## config.mk

```make
export PLATFORM = sky130hd
export DESIGN_NAME = uart_rx
export DESIGN_NICKNAME = d
export VERILOG_FILES = /design/src/rtl/uart_rx.sv
export SDC_FILE = /design/constraint.sdc
export NUM_CORES = 1
export LEC_CHECK = 0
export CORE_ASPECT_RATIO = 0.8
export CORE_MARGIN = 3
export CORE_UTILIZATION = 40
export DETAILED_ROUTE_END_ITERATION = 7
export GPL_TIMING_DRIVEN = 0
export PLACE_DENSITY_LB_ADDON = 0.12
export SLEW_MARGIN = 20
export SYNTH_ARGS = -nofsm -noshare
export SYNTH_HDL_FRONTEND = slang
export SYNTH_SLANG_ARGS = --single-unit
```

## constraint.sdc

```tcl
create_clock -name clk -period 2 [get_ports clk]
set_input_delay 0.3 -clock clk [delete_from_list [all_inputs] [get_ports clk]]
set_output_delay 0.3 -clock clk [all_outputs]
set_load 0.02 [all_outputs]
```

## src/rtl/uart_rx.sv

```systemverilog
// UART receiver: 2-FF input synchroniser, 3-sample majority vote per bit,
// 8 data bits LSB first, optional parity, 1-cycle rdsig strobe per frame.
module uart_rx #(
    parameter int OVERSAMPLE = 16,
    parameter bit PARITY_EN  = 1'b1,
    parameter bit PARITY_ODD = 1'b0
) (
    input  logic       clk,
    input  logic       rst,
    input  logic       rx,
    output logic [7:0] dataout,
    output logic       rdsig,
    output logic       parity_err,
    output logic       frame_err,
    output logic       busy
);

    localparam int CW = $clog2(OVERSAMPLE);
    localparam int M  = OVERSAMPLE / 2;
    localparam logic [CW-1:0] OFS_A    = CW'(M - 1);
    localparam logic [CW-1:0] OFS_B    = CW'(M);
    localparam logic [CW-1:0] OFS_C    = CW'(M + 1);
    localparam logic [CW-1:0] OFS_LAST = CW'(OVERSAMPLE - 1);

    typedef enum logic [2:0] {
        S_IDLE   = 3'd0,
        S_START  = 3'd1,
        S_DATA   = 3'd2,
        S_PARITY = 3'd3,
        S_STOP   = 3'd4,
        S_BREAK  = 3'd5
    } state_t;

    function automatic logic maj3(input logic a, input logic b, input logic c);
        return (a & b) | (a & c) | (b & c);
    endfunction

    function automatic logic parity_bad(input logic [7:0] d, input logic p);
        return (^d) ^ p ^ PARITY_ODD;
    endfunction

    state_t      state_q, state_d;
    logic [1:0]  sync_q;
    logic [CW-1:0] cnt_q, cnt_d;
    logic [2:0]  bitcnt_q, bitcnt_d;
    logic        pend_q, pend_d;
    logic [1:0]  smp_q, smp_d;
    logic [7:0]  shift_q, shift_d;
    logic        perr_q, perr_d;
    logic        ferr_q, ferr_d;
    logic [7:0]  dataout_q;
    logic        rdsig_q;
    logic        perr_out_q;
    logic        ferr_out_q;

    logic rx_s;
    logic decide;
    logic bit_v;

    assign rx_s   = sync_q[1];
    assign decide = (cnt_q == OFS_C);
    assign bit_v  = maj3(smp_q[0], smp_q[1], rx_s);

    always_comb begin
        state_d  = state_q;
        cnt_d    = (cnt_q == OFS_LAST) ? '0 : cnt_q + 1'b1;
        bitcnt_d = bitcnt_q;
        pend_d   = 1'b0;
        smp_d    = smp_q;
        shift_d  = shift_q;
        perr_d   = perr_q;
        ferr_d   = ferr_q;

        if (cnt_q == OFS_A) smp_d[0] = rx_s;
        if (cnt_q == OFS_B) smp_d[1] = rx_s;

        case (state_q)
            S_IDLE: begin
                cnt_d = '0;
                if (!rx_s) begin
                    state_d  = S_START;
                    cnt_d    = CW'(1);
                    bitcnt_d = '0;
                    perr_d   = 1'b0;
                end
            end
            S_START: begin
                if (decide) state_d = bit_v ? S_IDLE : S_DATA;
            end
            S_DATA: begin
                if (decide) begin
                    shift_d  = {bit_v, shift_q[7:1]};
                    bitcnt_d = bitcnt_q + 3'd1;
                    if (bitcnt_q == 3'd7) state_d = PARITY_EN ? S_PARITY : S_STOP;
                end
            end
            S_PARITY: begin
                if (decide) begin
                    perr_d  = parity_bad(shift_q, bit_v);
                    state_d = S_STOP;
                end
            end
            S_STOP: begin
                if (decide) begin
                    // Leave the stop bit early so a start edge right after it is caught.
                    pend_d  = 1'b1;
                    ferr_d  = ~bit_v;
                    state_d = bit_v ? S_IDLE : S_BREAK;
                end
            end
            S_BREAK: begin
                cnt_d = '0;
                if (rx_s) state_d = S_IDLE;
            end
            default: begin
                state_d = S_IDLE;
                cnt_d   = '0;
            end
        endcase
    end

    always_ff @(posedge clk or posedge rst) begin
        if (rst) begin
            sync_q     <= 2'b11;
            state_q    <= S_IDLE;
            cnt_q      <= '0;
            bitcnt_q   <= '0;
            pend_q     <= 1'b0;
            rdsig_q    <= 1'b0;
            dataout_q  <= '0;
            perr_out_q <= 1'b0;
            ferr_out_q <= 1'b0;
        end else begin
            sync_q   <= {sync_q[0], rx};
            state_q  <= state_d;
            cnt_q    <= cnt_d;
            bitcnt_q <= bitcnt_d;
            pend_q   <= pend_d;
            rdsig_q  <= pend_q;
            if (pend_q) begin
                dataout_q  <= shift_q;
                perr_out_q <= perr_q;
                ferr_out_q <= ferr_q;
            end
        end
    end

    // Sample/shift storage is only consumed after a full frame, so it carries no reset.
    always_ff @(posedge clk) begin
        smp_q   <= smp_d;
        shift_q <= shift_d;
        perr_q  <= perr_d;
        ferr_q  <= ferr_d;
    end

    assign dataout    = dataout_q;
    assign rdsig      = rdsig_q;
    assign parity_err = perr_out_q;
    assign frame_err  = ferr_out_q;
    assign busy       = (state_q != S_IDLE);

endmodule
```

# Word level (Yosys, flattened, before mapping)

Index checks and enable logic that the tools add are counted.

Register bits after elaboration: 36
Bits in latches: 0
RAM bits: 0
Bits in read-only memories: 0
Input bits: 3
Output and inout bits: 12
Logic and storage cells: 72
Memories: 0

Add/subtract/negate cells: 2
Multiply operators: 0
Div/mod/pow operators: 0
Order comparisons: 0
Eq/ne operators: 17
Shift operators: 0
Multiplexer cells: 21
Bitwise gates (word level): 7
Reduce and logical (&&, ||, !) cells: 11

Operators with widths:

| cell                  | count |
|---|---|
| $mux W3               | 10 |
| $pmux W3 S6           | 1 |
| $ne A2 B2 Y1 const B  | 7 |
| $eq A4 B4 Y1 const B  | 3 |
| $eq A3 B3 Y1 const B  | 3 |
| $pmux W4 S2           | 1 |
| $reduce_xor A8 Y1     | 1 |
| $reduce_and A7 Y1     | 1 |
| $eq A3 B2 Y1 const B  | 2 |
| $pmux W3 S2           | 1 |
| $reduce_and A3 Y1     | 2 |
| $mux W1               | 5 |
| $add A4 B1 Y4 const B | 1 |
| $eq A4 B3 Y1 const B  | 1 |
| $mux W4               | 1 |
| $reduce_and A2 Y1     | 2 |
| $reduce_bool A2 Y1    | 2 |
| $reduce_or A4 Y1      | 1 |
| $add A3 B1 Y3 const B | 1 |
| $and A1 B1 Y1         | 3 |
| $eq A3 B1 Y1 const B  | 1 |
| $logic_not A3 Y1      | 1 |
| $reduce_bool A3 Y1    | 1 |
| $mux W2               | 1 |
| other kinds (4)       | 5 |

# Logic depth before layout (Yosys ltp)

Word-level depth: 6
Mapped depth: 6
Depth with buffers taken out: 6

# Least setup slack after synthesis

OpenSTA, ideal clock, no wires.

Kind: register to register
Start point: register cnt_q[1]
End point: register bitcnt_q[0]
Data arrival time: 1.739 ns
Required time: 1.872 ns
Path slack: 0.133 ns
Stages on the path, launching flop included: 7
Buffers on the path: 0
Period minus slack after synthesis: 1.867 ns
Cell sequence: dfrtp_1 inv_1 ha_1 nand3b_1 nor3_2 a21oi_1 mux2_1

Longest elaborated chain between the ends: 3

RTL lines:

| what                               | line | source |
|---|---|---|
| start: declaration                 | 44   | `logic [CW-1:0] cnt_q, cnt_d;` |
| start signal: assignment           | 136  | `cnt_q <= cnt_d;` |
| $eq A4 B4 Y1                       | 61   | `assign decide = (cnt_q == OFS_C);` |
| $ne A2 B2 Y1 (no source line)      | n/a  |  |
| $reduce_and A3 Y1 (no source line) | n/a  |  |
| end signal: assignment             | 137  | `bitcnt_q <= bitcnt_d;` |
| end: declaration                   | 45   | `logic [2:0] bitcnt_q, bitcnt_d;` |

No other way between the ends.
A chain may end at the register's enable or synchronous reset.

# Worst setup path after layout

Start point: register state_q[0]
End point: output port busy

Longest elaborated chain between the ends: 1

RTL lines:

| what                     | line | source |
|---|---|---|
| start: declaration       | 42   | `state_t state_q, state_d;` |
| start signal: assignment | 135  | `state_q <= state_d;` |
| $reduce_bool A3 Y1       | 160  | `assign busy = (state_q != S_IDLE);` |
| end: declaration         | 15   | `output logic busy` |

No other way between the ends.

==> reports/qor.csv <==
stage;metric;value;unit
status;status;finished, final reports clean;
setup_path;Worst Path Required;1.70;ns
setup_path;CP endpoint kind;output port;
routing;post-DR vias/cell;5.207;
routing;WL per Instance;13.66;um
routing;DR vias;958;
yosys;largest cells by area after synthesis;dfrtp_1 36%, edfxtp_1 23%, mux2_2 7.3%;
sta;worst-margin pin slew;0.9336;ns
yosys;register area share after synthesis;62.55;%
place;DP Wirelength;1711;um
yosys;cell taking the most area after synthesis;dfrtp_1;
sta;Hold Fails Final Rpt;0;
setup_path;crit-path cells;buf_2, or3_1, clkdlybuf4s15_1;
die;Initial Util;43.19;%
yosys;most numerous cell in the Yosys netlist;dfrtp_1;
yosys;Ys Warns;0;
sta;RSZ-0062 raised after global routing;no;
grt;gr usage total;12.32;%
yosys;ys flop type;dfrtp_1;
job;# Max-Cap Violations;0;
sta;final setup vio count;0;
setup_path;CP peak stage delay;0.43;ns
yosys;Commonest cells post-synth;22 x dfrtp_1, 12 x edfxtp_1, 10 x mux2_2;
power_and_ir_drop;power per cell area;1002;nW/um2
power_and_ir_drop;P_leak;0.8220;nW
sta;Final WS setup;0.09610;ns
die;I/O pin count;15;
sta;worst rel slew slack;37.69;%
clock_network;CTS tree;built;
final_layout;ant diodes;0;
yosys;Post-synth EDFFs;12;
die;CORE AREA;3566;um2
routing;Detailed Route WL;2514;um
clock_network;Hold Buf Count CTS;0;
final_layout;Area Growth Syn to Fin;21.20;%
final_layout;fin util;52.35;%
sta;Highest Clock Rate;0.5252;GHz
setup_path;Worst path slowest cell;or3_1;
routing;initial DRC count;26;
die;Die W;75.38;um
grt;vias in the first global route;893;
clock_network;CTS Sinks;36;
routing;Pre-antenna DRT Iters;4;
sta;worst hold slack;0.3560;ns
yosys;Seq cells post-synth;36;
final_layout;register area;963.4;um2
grt;largest net degree at the start of global routing;25;
yosys;cell area after synthesis;1540;um2
sta;fin crit period;1.904;ns
place;Post-Place Worst Slack;-0.2962;ns
final_layout;nets;149;
yosys;Distinct cells, synth;31;
hold_path;type of the worst min-delay path;reg2reg;
sta;Worst Skew;0.003620;ns
grt;wire length of the first global-routing pass;4222;um
clock_network;root cell of the clock tree;clkbuf_8;
clock_network;CTS H-Tree Depth;2;
place;GP Congestion;0.7262;
sta;period utilization;95.20;%
final_layout;Filler cells;333;
die;Die Height;61.50;um
power_and_ir_drop;Power Total;1.871;mW
clock_network;maximum root-to-sink buffer count;2;
final_layout;share of layout cells above drive strength 1;19.01;%
place;port buffer count;14;
hold_path;Hold Startpoint;sync_q[0];
yosys;Post-Synthesis Cells;115;
clock_network;worst-skew pair later-pin latency;0.28;ns
setup_path;Setup crit start kind;register;
yosys;ys async rst share;66.67;%
grt;global route overflow;0;
final_layout;area of the multi-input gates;544.3;um2
routing;Remaining DRCs;0;
clock_network;clock-pin slew on the worst setup and hold paths;0.07;ns
setup_path;reg-to-reg startpoint;cnt_q[1];
yosys;synthesized area per cell;13.39;um2
sta;Max Slew Vio Count;0;
yosys;Synth top area share;35.74;%
setup_path;critical path fanouts, max;10;
setup_path;arrival time worst endpoint;1.60;ns
setup_path;crit path kind;reg2out;
yosys;Synthesized Nets;123;
die;DIE AREA;4636;um2
clock_network;Num CTS Buffers;5;
power_and_ir_drop;worst vdd ir;0.0005106;V
grt;antenna violations before repair;0;
routing;number of routed nets with antenna violations;0;
die;# rows;19;
setup_path;Crit. Startpoint;state_q[0];
cell families after synthesis:
kind of cell / share of synthesized area (%)
buffers and inverters: 2.518
and+or+nand+nor: 9.506
xor gates and xnor gates: 5.443
muxes: 8.042
adders and majority gates: 4.793
DFF: 62.55
AOI/OAI and AO/OA: 7.148
state kept, by name, indices dropped and copies added (netlist names), 2 cells and up:
signal and cells:
shift_q 8, sync_q 2, smp_q 2, cnt_q 4, bitcnt_q 3, state_q 3, dataout 8
routing by layer:
layer / track usage (%) / up-vias / share of wire, %
met2: 16.61 / 19 / 42
li1: - / 463 / -
met5: 0 / - / 0
met1: 18.05 / 470 / 52
met4: 4.489 / 0 / 1.4
met3: 4.568 / 6 / 4.3
through the flow:
step / instances / cell area, um2 / TNS [ns]
final: 184 / 1867 / 0
after global routing: 184 / 1867 / 0
after CTS: 179 / 1828 / -0.05281
after detailed placement: 171 / 1733 / -0.7871
after global placement: 171 / 1733 / -0.3155
after floorplan: 115 / 1540 / 0
cell type report:
| class | instances | area share, % |
|---|---|---|
| clock buffer | 8 | 4.826 |
| tap | 42 | 2.815 |
| inverter | 6 | 1.206 |
| timing repair buffer | 19 | 9.517 |
| multi-input combinational | 69 | 29.16 |
| sequential | 36 | 51.61 |
| buffer | 4 | 0.8713 |
report_power, final:
| part | internal, mW | switching (mW) | leakage, nW | total [mW] |
|---|---|---|---|---|
| sequential | 0.851 | 0.0730 | 0.424 | 0.924 |
| clock | 0.281 | 0.231 | 0.0455 | 0.512 |
| combinational | 0.183 | 0.253 | 0.353 | 0.436 |
| total | 1.31 | 0.557 | 0.822 | 1.87 |
final timing paths:
path | slack (ns) | endpoint | cells past startpoint
setup / recovery | 0.1 | busy | 3
min in group asynchronous | 0.53 | cnt_q[1] | 2
setup reg to reg | 0.21 | bitcnt_q[0] | 6
hold reg to reg | 0.36 | sync_q[1] | 0
hold / removal | 0.36 | sync_q[1] | 0
max in group asynchronous | 0.90 | rdsig | 2
layout by cell type, fill, tap and decap left out, drive strengths merged:
cell and n:
clkbuf 11, ha 5, mux2 11, and3b 1
nand2 2, clkdlybuf4s15 1, nor2 7, inv 6
or4 2, a22o 3, nor3 5, nand3b 1
nand2b 2, nor2b 1, and3 3, dfstp 2
xnor3 1, xnor2 7, o22ai 2, a311oi 1
maj3 1, buf 6, nor3b 1, edfxtp 12
clkdlybuf4s50 13, o21ai 5, dfrtp 22, a21oi 5
or3 1, a31oi 2
worst max-delay path: cells and delay by family, from the launching register on:
family | cells | cell delay, ns
buffers and inverters | 2 | 0.50
flip-flops | 1 | 0.40
AND/OR/NAND/NOR | 1 | 0.43
what timing repair did:
item | 4_1_cts | 5_1_grt
pin swaps | 0 | 1
endpoints found under the setup margin | 12 | 4
buffers inserted | 0 | 5
gates resized for setup | 2 | 1
(Power assumes the default switching activity.)
